--- src/rtl/flag_gen_stage.sv ---
// EX-stage flag producer: S1 forms A+B or A-B with carry, S2 derives Zero/Less/Overflow.
// Two-entry elastic pipeline with valid/ready handshake, synchronous flush and async reset.
module flag_gen_stage #(
   parameter int WIDTH = 32
) (
   input  logic             clk,
   input  logic             rst_n,
   input  logic             flush,
   input  logic             in_valid,
   output logic             in_ready,
   input  logic [WIDTH-1:0] A,
   input  logic [WIDTH-1:0] B,
   input  logic             AluSub,
   input  logic             Signed,
   input  logic             V_in,
   input  logic [2:0]       Condition_in,
   input  logic             Branch_in,
   input  logic             RegWrite_in,
   output logic             out_valid,
   input  logic             out_ready,
   output logic [WIDTH-1:0] Result,
   output logic             Zero,
   output logic             Less,
   output logic             Overflow,
   output logic             V,
   output logic [2:0]       Condition,
   output logic             Branch,
   output logic             RegWrite
);

   // S1 state
   logic             s1_valid_q, s1_valid_d;
   logic [WIDTH:0]   r_q, r_d;
   logic             a_msb_q, a_msb_d, b_msb_q, b_msb_d;
   logic             sub_q, sub_d, sgn_q, sgn_d, v1_q, v1_d;
   logic [2:0]       cond1_q, cond1_d;
   logic             br1_q, br1_d, rw1_q, rw1_d;

   // S2 state (drives the outputs directly)
   logic             s2_valid_q, s2_valid_d;
   logic [WIDTH-1:0] result_q, result_d;
   logic             zero_q, zero_d, less_q, less_d, ovf_q, ovf_d, v2_q, v2_d;
   logic [2:0]       cond2_q, cond2_d;
   logic             br2_q, br2_d, rw2_q, rw2_d;

   logic             s1_adv, s2_adv;
   logic [WIDTH-1:0] res1;
   logic             ovf_s;

   assign s2_adv   = s1_valid_q & (~s2_valid_q | out_ready);
   assign in_ready = ~s1_valid_q | s2_adv;
   assign s1_adv   = in_valid & in_ready;

   assign res1  = r_q[WIDTH-1:0];
   assign ovf_s = sub_q ? ((a_msb_q != b_msb_q) && (res1[WIDTH-1] != a_msb_q))
                        : ((a_msb_q == b_msb_q) && (res1[WIDTH-1] != a_msb_q));

   always_comb begin
      s1_valid_d = s1_valid_q;
      r_d        = r_q;
      a_msb_d    = a_msb_q;
      b_msb_d    = b_msb_q;
      sub_d      = sub_q;
      sgn_d      = sgn_q;
      v1_d       = v1_q;
      cond1_d    = cond1_q;
      br1_d      = br1_q;
      rw1_d      = rw1_q;
      if (s1_adv) begin
         s1_valid_d = 1'b1;
         r_d        = {1'b0, A} + {1'b0, (AluSub ? ~B : B)} + {{WIDTH{1'b0}}, AluSub};
         a_msb_d    = A[WIDTH-1];
         b_msb_d    = B[WIDTH-1];
         sub_d      = AluSub;
         sgn_d      = Signed;
         v1_d       = V_in;
         cond1_d    = Condition_in;
         br1_d      = Branch_in;
         rw1_d      = RegWrite_in;
      end else if (s2_adv) begin
         s1_valid_d = 1'b0;
      end
      // Flush wins over any accept; stale data in the regs is harmless once invalid.
      if (flush) s1_valid_d = 1'b0;
   end

   always_comb begin
      s2_valid_d = s2_valid_q;
      result_d   = result_q;
      zero_d     = zero_q;
      less_d     = less_q;
      ovf_d      = ovf_q;
      v2_d       = v2_q;
      cond2_d    = cond2_q;
      br2_d      = br2_q;
      rw2_d      = rw2_q;
      if (s2_adv) begin
         s2_valid_d = 1'b1;
         result_d   = res1;
         zero_d     = (res1 == '0);
         ovf_d      = sgn_q & ovf_s;
         less_d     = sub_q ? (sgn_q ? (res1[WIDTH-1] ^ ovf_s) : ~r_q[WIDTH]) : 1'b0;
         v2_d       = v1_q;
         cond2_d    = cond1_q;
         br2_d      = br1_q;
         rw2_d      = rw1_q;
      end else if (out_ready) begin
         s2_valid_d = 1'b0;
      end
      if (flush) s2_valid_d = 1'b0;
   end

   always_ff @(posedge clk or negedge rst_n) begin
      if (!rst_n) begin
         s1_valid_q <= 1'b0;
         r_q        <= '0;
         a_msb_q    <= 1'b0;
         b_msb_q    <= 1'b0;
         sub_q      <= 1'b0;
         sgn_q      <= 1'b0;
         v1_q       <= 1'b0;
         cond1_q    <= 3'd0;
         br1_q      <= 1'b0;
         rw1_q      <= 1'b0;
         s2_valid_q <= 1'b0;
         result_q   <= '0;
         zero_q     <= 1'b0;
         less_q     <= 1'b0;
         ovf_q      <= 1'b0;
         v2_q       <= 1'b0;
         cond2_q    <= 3'd0;
         br2_q      <= 1'b0;
         rw2_q      <= 1'b0;
      end else begin
         s1_valid_q <= s1_valid_d;
         r_q        <= r_d;
         a_msb_q    <= a_msb_d;
         b_msb_q    <= b_msb_d;
         sub_q      <= sub_d;
         sgn_q      <= sgn_d;
         v1_q       <= v1_d;
         cond1_q    <= cond1_d;
         br1_q      <= br1_d;
         rw1_q      <= rw1_d;
         s2_valid_q <= s2_valid_d;
         result_q   <= result_d;
         zero_q     <= zero_d;
         less_q     <= less_d;
         ovf_q      <= ovf_d;
         v2_q       <= v2_d;
         cond2_q    <= cond2_d;
         br2_q      <= br2_d;
         rw2_q      <= rw2_d;
      end
   end

   assign out_valid = s2_valid_q;
   assign Result    = result_q;
   assign Zero      = zero_q;
   assign Less      = less_q;
   assign Overflow  = ovf_q;
   assign V         = v2_q;
   assign Condition = cond2_q;
   assign Branch    = br2_q;
   assign RegWrite  = rw2_q;

endmodule

--- config.mk ---
export PLATFORM = sky130hd
export DESIGN_NAME = flag_gen_stage
export DESIGN_NICKNAME = d
export VERILOG_FILES = /design/src/rtl/flag_gen_stage.sv
export SDC_FILE = /design/constraint.sdc
export NUM_CORES = 1
export LEC_CHECK = 0
export BUFFER_PORTS_ARGS = -buffer_cell sky130_fd_sc_hd__buf_2
export CAP_MARGIN = 0
export CORE_MARGIN = 3
export CORE_UTILIZATION = 38
export CTS_CLUSTER_SIZE = 30
export DETAILED_ROUTE_END_ITERATION = 10
export GPL_TIMING_DRIVEN = 0
export MAX_ROUTING_LAYER = met4
export RECOVER_POWER = 100
export SETUP_SLACK_MARGIN = 0.5
export SLEW_MARGIN = 5
export SYNTH_ARGS = -nofsm -noshare
export SYNTH_HDL_FRONTEND = slang
export SYNTH_SLANG_ARGS = --single-unit
export TNS_END_PERCENT = 5
--- constraint.sdc ---
create_clock -name clk -period 3.6 [get_ports clk]
set_input_delay 0.18 -clock clk [delete_from_list [all_inputs] [get_ports clk]]
set_output_delay 0.18 -clock clk [all_outputs]
set_load 0.02 [all_outputs]
Yosys cells after proc, flatten, opt, wreduce, memory -nomap -nowiden
Index checks and enable logic that the tools add are counted.
- $add $sub $neg: 2
- eq/ne operators: 3
- multiplexer cells: 10
- bitwise operators: 10
- reduce and logical (&&, ||, !) cells: 5
- operators by type and width (cell ; number):
    $add 32x32->33 ; 1
    $add 33x1->33 ; 1
    $logic_not 32->1 ; 1
    $mux 32 ; 1
    $not 32->32 ; 1
    $mux 1 ; 9
    $reduce_bool 3->1 ; 2
    $and 1x1->1 ; 3
    $not 1->1 ; 3
    $logic_and 1x1->1 ; 2
    $ne 1x1->1 ; 2
    $or 1x1->1 ; 2
    $eq 1x1->1 ; 1
    $xor 1x1->1 ; 1
- register bits after elaboration: 86
- output and inout bits: 43

Logic depth before layout (Yosys ltp)
Gate-level depths: netlist of the first run.
- depth in word-level cells: 7
- mapped depth: 12
- depth with buffers taken out: 10

Least setup slack after synthesis of the first run
OpenSTA, ideal clock, no wires.
- path kind: input port to flip-flop
- start: input AluSub
- end: register r_q[20]
- arrival: 2.709 ns
- data required time: 3.531 ns
- path slack: 0.822 ns
- cell stages on the path: 11
- path buffers: 2
- cells stage by stage: buf_2 buf_1 xor2_1 ha_1 and4_1 nand4_1 a211o_1 a21o_1 a211o_1 a211o_1 nand3_1
- cells in the longest elaborated chain, start to end: 3
- RTL lines (what ; RTL line ; RTL):
    from (decl) ; 13 ; input logic AluSub,
    $mux 32 ; 71 ; r_d = {1'b0, A} + {1'b0, (AluSub ? ~B : B)} + {{WIDTH{1'b0}}, AluSub};
    $add 32x32->33 ; 71 ;
    $add 33x1->33 (*) ; 71 ;
    to (signal assigned) ; 136 ; r_q <= r_d;
    to (decl) ; 33 ; logic [WIDTH:0] r_q, r_d;
Mark *: on every way between the ends. The rest lies on a longest branch, timed or not.
A chain may end at the register's enable or synchronous reset.

Final worst setup path of the first run
- start: input AluSub
- end: register r_q[32]
Same word-level chain as after synthesis.

==> out/results.tsv, run 1 <==
metric	value	unit
fillers	1394	
cts.root.buffer_cell	clkbuf_16	
ys_seq_area_share	39.3	%
multi_input_area	3130	µm²
syn_area_per_cell	9.33	µm²
fp-row-count	43	
synth-seq-cells	86	
die_area	15900	µm²
grt_pass1_vias	4833	
violations	max-capacitance violations, max-slew violations	
worst-setup-path-type	in2reg	
maxSlewViolCount	38	
vias	4755	
critPathArrivalTime	3350	ps
end_kind	flop	
hp-class	in2reg	
wirelength	14400	µm
ant_nets	0	
wire_per_inst	15.9	µm
coreArea	14000	µm²
postPlaceCellArea	6320	µm²
fin_area	6550	µm²
startpoint_type	input pin	
post_drt_via_cell_ratio	5.27	
power_density	538	nW/µm²
crit_fanout	10	
first_pass_iters	5	
finClkSkew	9.79	ps
synth-edff-count	0	
critical_path_required	3860	ps
min_period_over_period	85.8	%
slew_headroom	-41.2	%
io_buffers	118	
clk_latency	340	ps
yosysWarnings	0	
ys_async_sr_fraction	100	%
cts_tree	built	
cts.sinks	86	
die_h	126	µm
maxCapViolCount	1	
n_antenna_cell	0	
reg2reg_depth	5	
gp_congestion	0.852	
synth_cell_type_count	56	
drcViolationCount	0	
drive_gt1_share	18.8	%
timing.final.crit_period	3090	ps
synth_nets	698	
grt_pass1_wl	23900	µm
grt_max_degree	50	
nets	830	
ys_top_cells_by_area	dfrtp_1 (39%), mux2_2 (7.8%), ha_1 (7.8%)	
setup-violations-final	0	
synth_flop_cell	dfrtp_1	
clk_pin_slew	60	ps
numCtsBuffers	9	
area_delta_synth_final	19.8	%
finalSetupTns	0	ps
cts_buffer_depth	2	
synth_top_area_share	39.3	%
hpwl	11300	µm
start_util	39.1	%
htreeDepth	3	
leakagePower	3.02	nW
grt_usage	18.7	%
max_clock_freq	0.324	GHz
netlist_area	5470	µm²
postSynthCellCount	586	
antenna_found_initial	0	
die_width	126	µm
drtIter0Drc	238	
tightest_slew	2120	ps
overflow	0	
vdd_ir_drop_max	0.204	mV
rsz0062_at_grt	yes	
status	finished, violations left	
seq_area	2150	µm²
holdPathStages	3	
hold_viol	0	
yosys.area.top_type	dfrtp_1	
top_level_ports	120	
## cell families after synthesis
kind of cell / after synthesis / share of synthesized area (%)
AND/OR/NAND/NOR: 189 / 16.4
AO/OA/AOI/OAI: 143 / 16.8
flip-flops: 86 / 39.3
XOR/XNOR: 50 / 8.01
buffers and inverters: 43 / 3.13
multiplexers: 39 / 8.01
adder cells (fa/ha/maj): 36 / 8.33
## worst max-delay path, stage by stage
cell,delay (ps)
clkbuf_1,270
clkbuf_1,610
xor2_1,150
ha_1,420
and4_1,240
nand4_1,160
a211o_1,330
a21o_1,180
a21oi_1,390
o211ai_1,210
a31oi_1,190
## stage by stage
step                      power, W  hold WS [ps]  utilization (%)  std cells  setup slack, ps
after floorplan            0.00224          -116                -        586              822
after global placement     0.00267           345             44.9        884              374
after detailed placement   0.00271           179             45.2        885              364
after CTS                  0.00360          32.7             47.4        903              702
after global routing       0.00376          48.0             46.8        903              269
final                      0.00353          40.0             46.8        903              510
## report_power, final
group          internal, W  leakage [nW]  switching [W]
registers          0.00123          1.05       0.000190
logic             0.000476          1.83       0.000755
clock network     0.000522         0.142       0.000358
## cell usage after synthesis, types with 9 or more instances
library cell  count
a21o_1           19
ha_1             34
xor2_1           43
nand4_1          14
inv_1            13
clkbuf_1         19
o21ai_0          33
o21bai_1          9
dfrtp_1          86
nand2_1          91
nor4_1            9
a21oi_1          34
mux2_2           38
o211ai_1          9
nand3_1          14
nor2_1           27
## worst paths after layout
check,from,to,slack (ps)
min in group asynchronous,rst_n,Branch$_DFFE_PN0P_,1010
max in group asynchronous,rst_n,r_q[9]$_DFFE_PN0P_,1360
worst min-delay path,RegWrite_in,rw1_q$_DFFE_PN0P_,40
worst max-delay path,AluSub,r_q[32]$_DFFE_PN0P_,510
worst max register to register,out_valid$_DFFE_PN0P_,r_q[0]$_DFFE_PN0P_,1210
worst min register to register,cond1_q[2]$_DFFE_PN0P_,cond1_q[2]$_DFFE_PN0P_,470
## sequential cells by signal, indices dropped and copies added (netlist names), 3 cells and up
signal / count
r_q: 33
Result: 32
Condition: 3
cond1_q: 3
## final cells by class
cell class	instances	area share (%)
Multi-Input combinational cell	457	47.8
Buffer	30	1.87
Clock inverter	3	0.267
Tap cell	180	3.44
Sequential cell	86	32.8
Clock buffer	13	4.12
Timing Repair Buffer	121	8.90
Inverter	13	0.745
## routing by layer
layer / global-route usage [%] / share of wire (%) / vias to the layer above
met3: 2.42 / 4.4 / 9
met5: - / 0 / -
met2: 29.3 / 47 / 132
met4: 4.73 / 0.97 / 0
met1: 25.9 / 48 / 2252
li1: - / - / 2362
## cells in the final DEF, fill, tap and decap left out, types with 13 or more instances in the layout
| cell type | n |
|---|---|
| dfrtp_1 | 86 |
| nor2_1 | 27 |
| clkbuf_1 | 71 |
| nand2_1 | 91 |
| buf_2 | 75 |
| a21o_1 | 19 |
| mux2_2 | 38 |
| o21ai_0 | 36 |
| inv_1 | 13 |
| xor2_1 | 43 |
| a21oi_1 | 35 |
| nand4_1 | 14 |
| ha_1 | 34 |
| nand3_1 | 14 |
## what timing repair did
item                                    4_1_cts  5_1_grt
endpoints found under the setup margin        0        5
hold buffers                                  2        0
resized for setup                             0        1
endpoints found under the hold margin        39        0
setup buffers                                 0        0
No activity file was read; power rests on OpenSTA's default activity.
==> inputs of run 2 (changes only) <==
PLACE_DENSITY_LB_ADDON = 0.05   (was not set)
==> out/results.tsv, run 2 (synthesis results as in run 1) <==
metric	value	unit	change
cts_setup_buffers	0		unchanged
coreArea	14000	µm²	unchanged
antenna_found_initial	0		unchanged
fillers	1440		+3.3%
crit_path_frequent_cell	clkbuf_1		
leakagePower	3.03	nW	+0.22%
grt_pass1_wl	24200	µm	+1.1%
grt_usage	19.4	%	+0.69 points
hold_viol	0		unchanged
start_util	39.1	%	unchanged
area_delta_synth_final	19.9	%	
final.setup.worst_slack	444	ps	-66.1 ps
layout_common_cells	nand2_1 (91), dfrtp_1 (86), buf_2 (75)		
hp-class	in2reg		
post_drt_via_cell_ratio	5.25		-0.32%
wire_per_inst	16.7	µm	+4.5%
cts_tree	built		
finalSetupTns	0	ps	unchanged
ant_nets	0		unchanged
grt_max_degree	56		+12%
vias	4740		-0.32%
pre_cts_slack	297	ps	-67.4 ps
dp_cells	885		unchanged
maxSlewViolCount	32		-16%
htreeDepth	3		unchanged
cts.sinks	86		unchanged
min_period_over_period	87.7	%	+1.8 points
gp_congestion	0.870		+2.1%
hpwl	11600	µm	+2.7%
io_buffers	118		unchanged
reg2reg_depth	5		unchanged
startpoint_type	input pin		
timing.final.crit_period	3160	ps	+66.1 ps
tightest_slew	1840	ps	-276 ps
hold_start	Condition_in[2]		
drtIter0Drc	272		+14%
crit_chain	clkbuf_1, clkbuf_1, xor2_1, ha_1, and2b_1, o2111ai_1, a21o_1, o31ai_1, nor3_1, or4_1, o211ai_1		
overflow	0		unchanged
power_density	548	nW/µm²	+1.8%
r2r_start	out_valid$_DFFE_PN0P_		
cts.root.buffer_cell	clkbuf_16		
crit_slowest_cell	clkbuf_1		
numCtsBuffers	9		unchanged
startpoint	AluSub		
worst-setup-path-type	in2reg		
first_pass_iters	5		unchanged
top_level_ports	120		unchanged
nets	830		unchanged
status	finished, violations left		
finClkSkew	5.67	ps	-4.12 ps
hold_ws	37.0	ps	-3.00 ps
fp-row-count	43		unchanged
maxCapViolCount	1		unchanged
die_area	15900	µm²	unchanged
grt_pass1_vias	4636		-4.1%
drive_gt1_share	18.7	%	-0.14 points
die_h	126	µm	unchanged
violations	max-capacitance violations, max-slew violations		
wirelength	15000	µm	+4.5%
critical_path_required	3850	ps	about the same
n_antenna_cell	0		unchanged
clk_pin_slew	60	ps	about the same
die_width	126	µm	unchanged
slew_headroom	-22.8	%	+18 points
vdd_ir_drop_max	0.202	mV	-1.2%
setup-violations-final	0		unchanged
cts_buffer_depth	2		unchanged
mostFrequentLayoutCell	nand2_1		
holdPathStages	3		unchanged
fin_cells	903		unchanged
critical_path.max_stage_delay	620	ps	about the same
top_register	r_q		
rrSetupSlack	1130	ps	-80 ps
max_clock_freq	0.317	GHz	-2.1%
critPathArrivalTime	3410	ps	+60 ps
clk_latency	340	ps	about the same
worstHoldEndpoint	cond1_q[2]$_DFFE_PN0P_		
largest_register_ffs	33		unchanged
drcViolationCount	0		unchanged
rsz0062_at_grt	yes		
end_kind	flop		
crit_fanout	10		unchanged
rr_endpoint	r_q[0]$_DFFE_PN0P_		
[run 2: cell types whose count changed in the layout (fill, tap and decap cells not counted)]
cell        before  now
a21oi_1         35   34
nor3_2           2    0
clkinv_2         2    3
clkbuf_8         3    2
clkbuf_1        71   70
a21oi_2          0    1
nor3_1           8   10
buf_1            1    2
clkinvlp_4       1    0
bufinv_16        0    1
[run 2: what timing repair did]
action | in CTS | in global routing
endpoints found under the setup margin | 0 | 8
gates resized for setup | 0 | 2
hold buffers | 2 | 0
hold endpoints to repair | 33 | 0
[run 2: layout make-up]
cell class	instances	area (µm²)	area share, %
Multi-Input combinational cell	457	3130	47.7
Timing Repair Buffer	121	583	8.89
Buffer	30	123	1.87
Clock buffer	12	256	3.91
Inverter	13	48.8	0.744
Sequential cell	86	2150	32.8
Tap cell	180	225	3.43
Clock inverter	4	45.0	0.687
[run 2: per-layer routing]
metal  vias up  GRT usage [%]  routed length, µm
met4         0           5.49                191
li1       2368              -                  -
met3        11           1.87                635
met5         -              -                  0
met1      2240           28.3               7560
met2       121           29.0               6650
[run 2: through the flow]
stage / power [W] / area, µm² / util (%)
2_1_floorplan: 0.00224 / 5470 / -
3_3_place_gp: 0.00269 / 6290 / 44.9
3_5_place_dp: 0.00272 / 6320 / 45.2
4_1_cts: 0.00367 / 6640 / 47.5
5_1_grt: 0.00382 / 6560 / 46.9
6_report: 0.00359 / 6560 / 46.9
[run 2: where the power goes]
part	internal [W]	total [W]	switching (W)
sequential	0.00123	0.00142	0.000197
clock	0.000572	0.000936	0.000364
combinational	0.000476	0.00123	0.000759
total	0.00227	0.00359	0.00132
[run 2: critical path: cells and delay by family]
| kind | cells | cell delay [ps] |
|---|---|---|
| xor+xnor | 1 | 150 |
| buf+inv | 2 | 890 |
| compound gates | 4 | 960 |
| fa+ha+maj | 1 | 400 |
| simple gates | 3 | 820 |
[run 2: worst max path at each step]
stage                     endpoint  depth (start not counted)  slack (ps)
5_1_grt        r_q[26]$_DFFE_PN0P_                         11         260
4_1_cts        r_q[20]$_DFFE_PN0P_                         11         630
2_1_floorplan  r_q[20]$_DFFE_PN0P_                         11         820
6_report       r_q[26]$_DFFE_PN0P_                         11         440
3_3_place_gp   r_q[26]$_DFFE_PN0P_                         11         330
3_5_place_dp   r_q[20]$_DFFE_PN0P_                         11         300
==> inputs of run 3 (changes only) <==
==> constraint.sdc (replaced) <==
create_clock -name clk -period 3.6 [get_ports clk]
set_input_delay 0.72 -clock clk [delete_from_list [all_inputs] [get_ports clk]]
set_output_delay 0.72 -clock clk [all_outputs]
set_load 0.02 [all_outputs]
==> out/results.tsv, run 3 (synthesis results as in run 1) <==
metric	value	unit	change
status	finished, violations left		
violations	max-capacitance violations, max-slew violations		
io_buffers	118		unchanged
grt_pass1_vias	4604		-0.69%
top_layer	met4		
die_h	126	µm	unchanged
mostFrequentLayoutCell	nand2_1		
cts.sinks	86		unchanged
overflow	0		unchanged
clk_latency	340	ps	about the same
layout_common_cells	nand2_1 (91), dfrtp_1 (86), buf_2 (74)		
top_register	r_q		
timing.final.crit_period	3200	ps	+48.6 ps
top_level_ports	120		unchanged
finClkSkew	5.67	ps	+0.00430 ps
wirelength	14900	µm	-1.3%
setup-violations-final	0		unchanged
power_density	561	nW/µm²	+2.4%
drtIter0Drc	235		-14%
drive_gt1_share	20.2	%	+1.5 points
min_period_over_period	89.0	%	+1.3 points
post_drt_via_cell_ratio	5.21		-0.81%
grt_pass1_wl	24100	µm	-0.43%
grt_usage	19.4	%	-0.046 points
die_area	15900	µm²	unchanged
hold_viol	0		unchanged
die_width	126	µm	unchanged
end_kind	flop		
wl_met1	7430	µm	-1.7%
htreeDepth	3		unchanged
ant_nets	0		unchanged
critical_path_required	3860	ps	about the same
gp_congestion	0.860		-1.2%
dp_cells	885		unchanged
critPathArrivalTime	3460	ps	+50 ps
tightest_slew	1680	ps	-163 ps
cts.root.buffer_cell	clkbuf_16		
cts_hold_buffers	0		-2
n_antenna_cell	0		unchanged
cts_tree	built		
vias	4707		-0.70%
hpwl	11400	µm	-1.5%
nets	832		+0.24%
largest_register_ffs	33		unchanged
crit_fanout	6		-4
leakagePower	3.05	nW	+0.75%
fin_cells	904		+0.11%
maxSlewViolCount	68		+110%
coreArea	14000	µm²	unchanged
cts_buffer_depth	2		unchanged
met2_length	6640	µm	-0.15%
crit_slowest_cell	fa_1		
max_clock_freq	0.312	GHz	-1.5%
numCtsBuffers	9		unchanged
drcViolationCount	0		unchanged
critical_path.max_stage_delay	430	ps	-190 ps
rrSetupSlack	1170	ps	+40 ps
rsz0062_at_grt	yes		
wire_per_inst	16.4	µm	-1.4%
fp-row-count	43		unchanged
met3_length	658	µm	+3.6%
antenna_found_initial	0		unchanged
maxCapViolCount	1		unchanged
worst-setup-path-type	in2reg		
clk_pin_slew	60	ps	about the same
area_delta_synth_final	21.2	%	
start_util	39.1	%	unchanged
slew_headroom	-11.9	%	+11 points
p_total	0.00372	W	+3.4%
startpoint_type	input pin		
vdd_ir_drop_max	0.258	mV	+28%
grt_max_degree	68		+21%
first_pass_iters	5		unchanged
hp-class	reg2reg		
crit_chain	clkbuf_4, xor2_1, inv_1, fa_1, and2b_1, o2111ai_1, a211o_1, a21o_1, a21oi_1, o211ai_1, a31oi_1		
-- run 3: worst max-delay path, delay by kind of cell --
kind | cells | cell delay (ps)
AOI/OAI and AO/OA | 6 | 1550
adders and majority gates | 1 | 430
buffers and inverters | 2 | 280
xor gates and xnor gates | 1 | 240
and+or+nand+nor | 1 | 230
-- run 3: area by class of cell --
| cell class | count | area [µm²] |
|---|---|---|
| clock inverter | 4 | 95.1 |
| clock buffer | 11 | 243 |
| multi-input combinational | 457 | 3150 |
| sequential | 86 | 2150 |
| buffer | 30 | 146 |
| inverter | 13 | 48.8 |
| fill | 1416 | 7360 |
| tap | 180 | 225 |
| timing repair buffer | 123 | 567 |
-- run 3: final timing paths --
path,start,end,cells after the start
worst max-delay path,AluSub,r_q[32]$_DFFE_PN0P_,11
worst min-delay path,cond1_q[1]$_DFFE_PN0P_,cond1_q[1]$_DFFE_PN0P_,2
worst max register to register,out_valid$_DFFE_PN0P_,r_q[0]$_DFFE_PN0P_,5
worst min register to register,cond1_q[1]$_DFFE_PN0P_,cond1_q[1]$_DFFE_PN0P_,2
max in group asynchronous,rst_n,out_valid$_DFFE_PN0P_,2
min in group asynchronous,rst_n,Result[9]$_DFFE_PN0P_,1
-- run 3: layer usage --
metal / track usage, % / vias up
li1: - / 2374
met1: 28.0 / 2215
met2: 29.0 / 112
met3: 2.16 / 6
met4: 5.30 / 0
met5: - / -
-- run 3: power breakdown --
group | total, W | switching, W | internal, W
sequential | 0.00142 | 0.000193 | 0.00123
combinational | 0.00124 | 0.000758 | 0.000484
clock | 0.00106 | 0.000365 | 0.000692
total | 0.00372 | 0.00132 | 0.00240
-- run 3: per-stage QoR --
stage | hold WS, ps | utilization, % | setup TNS [ps] | area (µm²) | worst slack [ps]
floorplan | 424 | - | 0 | 5480 | 502
global placement | 454 | 45.0 | -165 | 6290 | -59.6
detailed placement | 461 | 45.2 | -309 | 6320 | -115
CTS | 261 | 47.7 | 0 | 6680 | 480
global route | 492 | 47.4 | 0 | 6630 | 250
finish | 473 | 47.4 | 0 | 6630 | 395
-- run 3: what timing repair did --
item,CTS,global route
setup endpoints to repair,10,15
gates cloned,0,0
gates resized for setup,4,18
endpoints found under the hold margin,0,0
pin swaps,0,3
setup buffers,0,4
